## config.mk

```make
export PLATFORM = sky130hd
export DESIGN_NAME = encoder_8b10b_rd
export DESIGN_NICKNAME = d
export VERILOG_FILES = /design/src/rtl/encoder_8b10b_rd.sv
export SDC_FILE = /design/constraint.sdc
export NUM_CORES = 1
export LEC_CHECK = 0
export ABC_AREA = 1
export BUFFER_PORTS_ARGS = -buffer_cell sky130_fd_sc_hd__clkbuf_2
export CAP_MARGIN = 10
export CORE_ASPECT_RATIO = 1.2
export CORE_MARGIN = 8
export CORE_UTILIZATION = 53
export DETAILED_ROUTE_END_ITERATION = 10
export GPL_TIMING_DRIVEN = 0
export PLACE_DENSITY = 0.74
export SLEW_MARGIN = 20
export SYNTH_ARGS = -nofsm -noshare
export SYNTH_HDL_FRONTEND = slang
export SYNTH_SLANG_ARGS = --single-unit
export TNS_END_PERCENT = 1
```

## constraint.sdc

```tcl
create_clock -name pclk -period 6.6 [get_ports pclk]
set_input_delay 0.66 -clock pclk [delete_from_list [all_inputs] [get_ports pclk]]
set_output_delay 0.66 -clock pclk [all_outputs]
set_load 0.02 [all_outputs]
```

## src/rtl/encoder_8b10b_rd.sv

```systemverilog
// encoder_8b10b_rd: 8b/10b encoder, LANES bytes per cycle, running disparity chained lane to lane.
module encoder_8b10b_rd #(
  parameter int LANES = 1
) (
  input  logic                pclk,
  input  logic                rst,
  input  logic [8*LANES-1:0]  data_in,
  input  logic [LANES-1:0]    data_k,
  input  logic                data_valid,
  input  logic                rd_set,
  input  logic                rd_set_val,
  output logic [10*LANES-1:0] encoded_data,
  output logic                enc_valid,
  output logic                rd_out,
  output logic [LANES-1:0]    code_err
);
  logic [10*LANES-1:0] sym_q, sym_d;
  logic [LANES-1:0]    err_q, err_d;
  logic                vld_q, rd_q, rd_d;

  // Returns {abcdei, fghj, rd after symbol, illegal K}; tables hold the RD- form, RD+ is the complement
  function automatic logic [11:0] enc(input logic [7:0] b, input logic k, input logic rd);
    logic [4:0] x;
    logic [2:0] y;
    logic       ok, nn6, nn4, r6, a7;
    logic [5:0] c6;
    logic [3:0] c4;
    ok = !k || b[4:0] == 5'd28 || b inside {8'hF7, 8'hFB, 8'hFD, 8'hFE};
    {y, x} = ok ? b : 8'hBC;
    case (x)
      5'd0:  c6 = 6'b100111;
      5'd1:  c6 = 6'b011101;
      5'd2:  c6 = 6'b101101;
      5'd3:  c6 = 6'b110001;
      5'd4:  c6 = 6'b110101;
      5'd5:  c6 = 6'b101001;
      5'd6:  c6 = 6'b011001;
      5'd7:  c6 = 6'b111000;
      5'd8:  c6 = 6'b111001;
      5'd9:  c6 = 6'b100101;
      5'd10: c6 = 6'b010101;
      5'd11: c6 = 6'b110100;
      5'd12: c6 = 6'b001101;
      5'd13: c6 = 6'b101100;
      5'd14: c6 = 6'b011100;
      5'd15: c6 = 6'b010111;
      5'd16: c6 = 6'b011011;
      5'd17: c6 = 6'b100011;
      5'd18: c6 = 6'b010011;
      5'd19: c6 = 6'b110010;
      5'd20: c6 = 6'b001011;
      5'd21: c6 = 6'b101010;
      5'd22: c6 = 6'b011010;
      5'd23: c6 = 6'b111010;
      5'd24: c6 = 6'b110011;
      5'd25: c6 = 6'b100110;
      5'd26: c6 = 6'b010110;
      5'd27: c6 = 6'b110110;
      5'd28: c6 = k ? 6'b001111 : 6'b001110;
      5'd29: c6 = 6'b101110;
      5'd30: c6 = 6'b011110;
      default: c6 = 6'b101011;
    endcase
    nn6 = $countones(c6) != 3;
    r6  = rd ^ nn6;
    // D.7 is neutral yet still has distinct RD-/RD+ forms
    c6  = (rd && (nn6 || x == 5'd7)) ? ~c6 : c6;
    a7  = !k && y == 3'd7 && (r6 ? x inside {5'd11, 5'd13, 5'd14} : x inside {5'd17, 5'd18, 5'd20});
    case (y)
      3'd0:    c4 = 4'b1011;
      3'd1:    c4 = k ? 4'b0110 : 4'b1001;
      3'd2:    c4 = k ? 4'b1010 : 4'b0101;
      3'd3:    c4 = 4'b1100;
      3'd4:    c4 = 4'b1101;
      3'd5:    c4 = k ? 4'b0101 : 4'b1010;
      3'd6:    c4 = k ? 4'b1001 : 4'b0110;
      default: c4 = (k || a7) ? 4'b0111 : 4'b1110;
    endcase
    nn4 = $countones(c4) != 2;
    c4  = (r6 && (k || nn4 || y == 3'd3)) ? ~c4 : c4;
    return {c6, c4, r6 ^ nn4, !ok};
  endfunction

  always_comb begin : encode
    logic        rd_c;
    logic [11:0] r;
    rd_c  = rd_set ? rd_set_val : rd_q;
    sym_d = sym_q;
    err_d = '0;
    for (int n = 0; n < LANES; n++) begin
      r = enc(data_in[8*n +: 8], data_k[n], rd_c);
      if (data_valid) begin
        sym_d[10*n +: 10] = r[11:2];
        err_d[n]          = r[0];
        rd_c              = r[1];
      end
    end
    rd_d = rd_c;
  end

  always_ff @(posedge pclk or negedge rst)
    if (!rst) begin
      sym_q <= '0;
      err_q <= '0;
      vld_q <= 1'b0;
      rd_q  <= 1'b0;
    end else begin
      sym_q <= sym_d;
      err_q <= err_d;
      vld_q <= data_valid;
      rd_q  <= rd_d;
    end

  assign encoded_data = sym_q;
  assign code_err     = err_q;
  assign enc_valid    = vld_q;
  assign rd_out       = rd_q;
endmodule

```

# Yosys cells after proc, flatten, opt, wreduce, memory -nomap -nowiden
# Cells that the tools add are included.
# Widths: inputs -> output; s select.
[word_totals] regBits=13 out_inout_bits=13 wordCells=92
[classes] n_addsub=8 n_eq_ne=44 n_mux=15 bitwise=4 reduce_logical=17
[op_table] operator="$pmux 6 s31" count=1
[op_table] operator="$eq 5x5->1 const B" count=16
[op_table] operator="$eq 5x4->1 const B" count=8
[op_table] operator="$eq 8x8->1 const B" count=4
[op_table] operator="$pmux 4 s7" count=1
[op_table] operator="$mux 4" count=6
[op_table] operator="$eq 5x3->1 const B" count=4
[op_table] operator="$eq 3x3->1 const B" count=4
[op_table] operator="$add 1x1->2" count=5
[op_table] operator="$eq 5x2->1 const B" count=2
[op_table] operator="$mux 8" count=1
[op_table] operator="$add 2x2->3" count=2
[op_table] operator="$eq 3x2->1 const B" count=2
[op_table] operator="$logic_or 1x1->1" count=6
[op_table] operator="$mux 6" count=1
[op_table] operator="$not 6->6" count=1
[op_table] operator="$reduce_bool 3->1" count=2
[op_table] operator="$eq 5x1->1 const B" count=1
[op_table] operator="$logic_not 5->1" count=1
[op_table] operator="$mux 1" count=5
[op_table] operator="$add 3x2->4" count=1
[op_table] operator="$logic_and 1x1->1" count=4
[op_table] operator="$ne 4x2->1 const B" count=1
[op_table] operator="$not 4->4" count=1
[op_table] operator="6 further kinds" count=8

# Logic depth before layout (Yosys ltp)
[logic_depth] word_depth=23 ltp_mapped=41 ltp_nobuf=40

# Worst setup path after synthesis
# No wires, ideal clock.
[synth_timing] path_type="input to register" from="input data_in[4]" to="register sym_q[1], in the netlist encoded_data[1]" setup_time_ns=0.128 arrival_ns=6.144 setup_slack_ns=0.328 cell_stages=38 n_path_buf=2 cell_sequence="buf_4 inv_1 nor2_1 nand2_1 o21ai_4 buf_6 nand3b_4 nand2_2 nand4_1 nor2_2 nand2_2 nand2_1 inv_1 fa_1 fa_1 inv_1 ha_1 inv_1 [... 2 more ...] xor2_1 inv_1 nand3_1 nand2_1 nand2_1 nand2_1 nand2_1 inv_1 fa_1 ha_1 ha_1 inv_1 nor3_1 nand3_1 nand2_1 inv_1 nand4_1 a31oi_1"
[synth_between] elab_chain_cells=23
[synth_rtl] element="start: declaration" line="7" rtl="input logic [8*LANES-1:0] data_in,"
[synth_rtl] element="$eq 8x8->1 / $eq 5x5->1 (equally long branches)" line="28" rtl="ok = !k || b[4:0] == 5'd28 || b inside {8'hF7, 8'hFB, 8'hFD, 8'hFE};"
[synth_rtl] element="$reduce_bool 4->1 / $logic_or 1x1->1 (equally long branches)" line="28"
[synth_rtl] element="$logic_or 1x1->1" line="28"
[synth_rtl] element="$mux 8 *" line="29" rtl="{y, x} = ok ? b : 8'hBC;"
[synth_rtl] element="$eq 5x5->1, or another cell as far along" line="30" rtl="case (x)"
[synth_rtl] element="$pmux 6 s31" line="30"
[synth_rtl] element="$add 1x1->2 (not written as such)" line="64" rtl="nn6 = $countones(c6) != 3;"
[synth_rtl] element="$add 2x2->3 (not written as such)" line="64"
[synth_rtl] element="[... 6 more ...]"
[synth_rtl] element="$mux 4" line="77" rtl="default: c4 = (k || a7) ? 4'b0111 : 4'b1110;"
[synth_rtl] element="$pmux 4 s7" line="69" rtl="case (y)"
[synth_rtl] element="$add 1x1->2 (not written as such)" line="79" rtl="nn4 = $countones(c4) != 2;"
[synth_rtl] element="$add 2x2->3 (not written as such)" line="79"
[synth_rtl] element="$ne 3x2->1" line="79"
[synth_rtl] element="$logic_or 1x1->1 (2 in a row)" line="80" rtl="c4 = (r6 && (k || nn4 || y == 3'd3)) ? ~c4 : c4;"
[synth_rtl] element="$logic_and 1x1->1" line="80"
[synth_rtl] element="$mux 4 *" line="80"
[synth_rtl] element="end signal: assignment" line="108" rtl="sym_q <= sym_d;"
[synth_rtl] element="end: declaration" line="17" rtl="logic [10*LANES-1:0] sym_q, sym_d;"
# Every way passes the cells marked *; elsewhere a longest branch is shown, timed or not.
# A chain may end at the register's enable or synchronous reset.

# Worst setup path after layout
[layout_timing] from="input data_in[4]" to="register sym_q[2], in the netlist encoded_data[2]"
# The elaborated chain is that of the path after synthesis.

==> flow_summary_export.csv <==
group,metric,value,unit
global_routing,antenna_found_initial,0,
die,rows,23,
drt,vias_per_cell,5.899,
critical_path,cp_common_cell,"nand2_2",
drt,drt_pass1_iterations,5,
yosys,ys_ff_latch,13,
timing,min_period_over_period,97.76,%
critical_path,r2r-end,"encoded_data[2]",
die,ioPinCount,27,
yosys,syn_avg_cell_area,6.098,sq um
drt,drtAntennaViolNets,0,
finish,area_delta_synth_final,30.61,%
cts,hold_buffers,0,
global_routing,grt_max_degree,14,
finish,antennaDiodeCount,0,
drt,drtIter0Drc,190,
pwr,comb_power_share,70.4,%
yosys,synth_nets,322,
critical_path,reg2regPathDepth,18,
drt,drc_errors,0,
critical_path,r2r_slack,3.19,ns
global_routing,grt_pass1_wl,8.314,mm
cts,cts_max_level,1,
pwr,power_switching_share,47.28,%
yosys,synthDistinctLibCells,33,
placed_design,dp.cells,362,
yosys,syn_area,1836,sq um
yosys,synth_warnings,0,
critical_path,crit_type,"primary input to register",
critical_path,cp-endpoint,"encoded_data[2]",
drt,wl,5.669,mm
critical_path,crit_start,"data_in[4]",
pwr,pwr-share-seq,19.1,%
pwr,leakagePower,1.326,nW
die,dieWidth,69.72,um
critical_path,reg2reg_from,"rd_out",
global_routing,grtUsageTotal,17.21,%
die,die_y,80.47,um
critical_path,critPathBufInv,8,
outcome,status,"completed",
cts,cts.clk_slew.worst_paths,0.05,ns
critical_path,worstSetupStartpointType,"primary input",
timing,fin_ws,0.1481,ns
yosys,netlist_instances,301,
finish,nets,371,
finish,drive_above_1_share,34.67,%
timing,hold_viol,0,
timing,final_max_slew_viol_count,0,
critical_path,max_stage_delay,0.55,ns
critical_path,slowest_stage,"fa_1",
pwr,intPower,0.3501,mW
finish,stdcell_count,386,
pwr,switchingPower,0.3140,mW
placed_design,post-place-ws,-0.5045,ns
die,coreArea,3338,sq um
cts,root_buffer,"clkbuf_8",
placed_design,gp_congestion,0.9325,
job,cap_violations,0,
pwr,ir_worst_vdd,0.0003175,V
timing,final.setup_skew,0.005396,ns
timing,max_freq,155.0,MHz
cts,cts.sinks,13,
critical_path,crit_family,"adder cells",
critical_path,crit_required,6.73,ns
placed_design,io_buffers,24,
die,initial_core_util,54.98,%
critical_path,path_max_fanout,9,
critical_path,cp.arrival,6.58,ns
critical_path,path_depth,37,
timing,tightest_slew,0.6744,ns
yosys,seq_area_frac_synth,17.72,%
hold_path,hold_class,"primary input to asynchronous set/reset pin",
drt,avgRoutedWirePerCell,14.69,um
cts,clk_path_buf_depth,2,
pwr,clkPwrFrac,10.5,%
timing,holdWs,0.2945,ns
drt,vias,2277,
placed_design,place_hpwl,4.001,mm
die,dieArea,5610,sq um
critical_path,cp-end-kind,"register",
cts,cts_made_buffers,3,
global_routing,grt_overflow,0,
timing,final.min_clock_period,6.452,ns
cts,clk_latency,0.24,ns
pwr,power_density,277.0,nW/um^2
global_routing,grt_pass1_vias,1916,
cts,cts_tree,"done",
timing,setup_viol,0,
timing,relSlewSlack,54.88,%
## final cells by class
class / instances / area (sq um)
Sequential cell: 13 / 325.3
Clock buffer: 4 / 45.04
Tap cell: 37 / 46.29
Buffer: 13 / 88.84
Fill cell: 290 / 940.9
Timing Repair Buffer: 44 / 284.0
Multi-Input combinational cell: 233 / 1440
Inverter: 42 / 167.7
## synthesized netlist by cell type (all sizes together)
cell type  count  area share, %
ha             3            2.0
dfrtp         13             18
o21ai          8            3.4
nor3           1           0.27
or2            1           0.34
clkbuf         5            1.0
xor2           1           0.48
o2111ai        6            2.9
o22ai          1           0.34
nand4         34             12
clkinv         1           0.20
nand3         38             11
inv           41            8.4
fa             4            4.4
nor2          42            9.5
nand2         87             19
a21oi          1           0.89
buf            8            3.6
nand3b         3            2.1
mux2i          1           0.55
a31oi          2           0.68
## stage by stage
step / TNS, ns / total power [mW] / util, % / area [sq um]
after CTS: 0 / 0.5917 / 63.49 / 2120
after global routing: -0.7126 / 0.7237 / 71.81 / 2397
after global placement: -1.742 / 0.4451 / 59.97 / 2002
after floorplan: 0 / 0.3701 / - / 1836
final: 0 / 0.6641 / 71.81 / 2397
after detailed placement: -2.115 / 0.4560 / 59.97 / 2002
## power groups by stage
stage | clock network [mW] | logic (mW) | registers, mW
finish | 0.0697 | 0.468 | 0.127
global route | 0.0735 | 0.520 | 0.130
CTS | 0.0694 | 0.395 | 0.127
detailed placement | 0 | 0.328 | 0.128
global placement | 0 | 0.319 | 0.126
floorplan | 0 | 0.204 | 0.166
## sequential cells by signal, summed over array words and instances (netlist names)
register      cells
code_err          1
rd_out            1
enc_valid         1
encoded_data     10
## placed cells by master, fill, tap and decap left out, types with 3 or more instances in the layout
cell type	Yosys	layout
nand2_1	81	66
nand4_1	33	33
nor2_1	35	30
nand3_1	37	30
inv_1	38	29
buf_4	3	25
clkbuf_2	0	20
dfrtp_1	13	13
nand2_2	6	12
inv_2	3	10
nor2_2	7	10
nand2_4	0	9
nand3_2	1	8
clkbuf_1	5	6
o2111ai_1	6	6
buf_6	3	5
fa_1	4	4
o21ai_2	3	3
o21ai_0	3	3
clkbuf_8	0	3
## routing by layer
| layer | up-vias | routed length, um | global-route usage [%] |
|---|---|---|---|
| li1 | 1102 | - | - |
| met1 | 1029 | 2330 | 21.24 |
| met2 | 124 | 2815 | 29.73 |
| met3 | 22 | 415 | 2.956 |
| met4 | 0 | 107 | 5.835 |
| met5 | - | 0 | 0 |
## cell families after synthesis
kind of cell / after synthesis / share of synthesized area, %
buffers and inverters: 55 / 13.22
muxes: 1 / 0.5454
DFF: 13 / 17.72
xor gates and xnor gates: 1 / 0.4773
and+or+nand+nor: 206 / 53.44
AOI/OAI and AO/OA: 18 / 8.180
adders and majority gates: 7 / 6.408
## worst min-delay path by stage
stage	start	end	slack, ns	depth (start not counted)
4_1_cts	rst	encoded_data[6]	0.31	1
2_1_floorplan	rst	code_err	0.36	0
3_3_place_gp	encoded_data[9]	encoded_data[9]	0.46	2
6_report	rst	encoded_data[6]	0.29	1
3_5_place_dp	encoded_data[3]	encoded_data[3]	0.46	2
5_1_grt	rst	encoded_data[6]	0.32	1
## worst register-to-register path, cell delays in order (launching register included)
cell	delay, ns
dfrtp_1	0.38
mux2i_1	0.44
xor2_2	0.24
nand4_1	0.14
nand2_2	0.09
nand2_2	0.06
nand2_4	0.13
nand2_4	0.07
inv_2	0.06
fa_1	0.42
ha_2	0.20
ha_1	0.26
inv_1	0.06
nor3_4	0.24
nand3_2	0.13
nand2_4	0.13
nand3_1	0.10
nand3_1	0.09
nand2_1	0.06
## what timing repair did
| item | CTS | global route |
|---|---|---|
| resized for setup | 4 | 68 |
| pin swaps | 2 | 27 |
| setup endpoints to repair | 5 | 5 |
| gates cloned | 0 | 2 |
| setup buffers | 7 | 11 |
(Power assumes the default switching activity.)
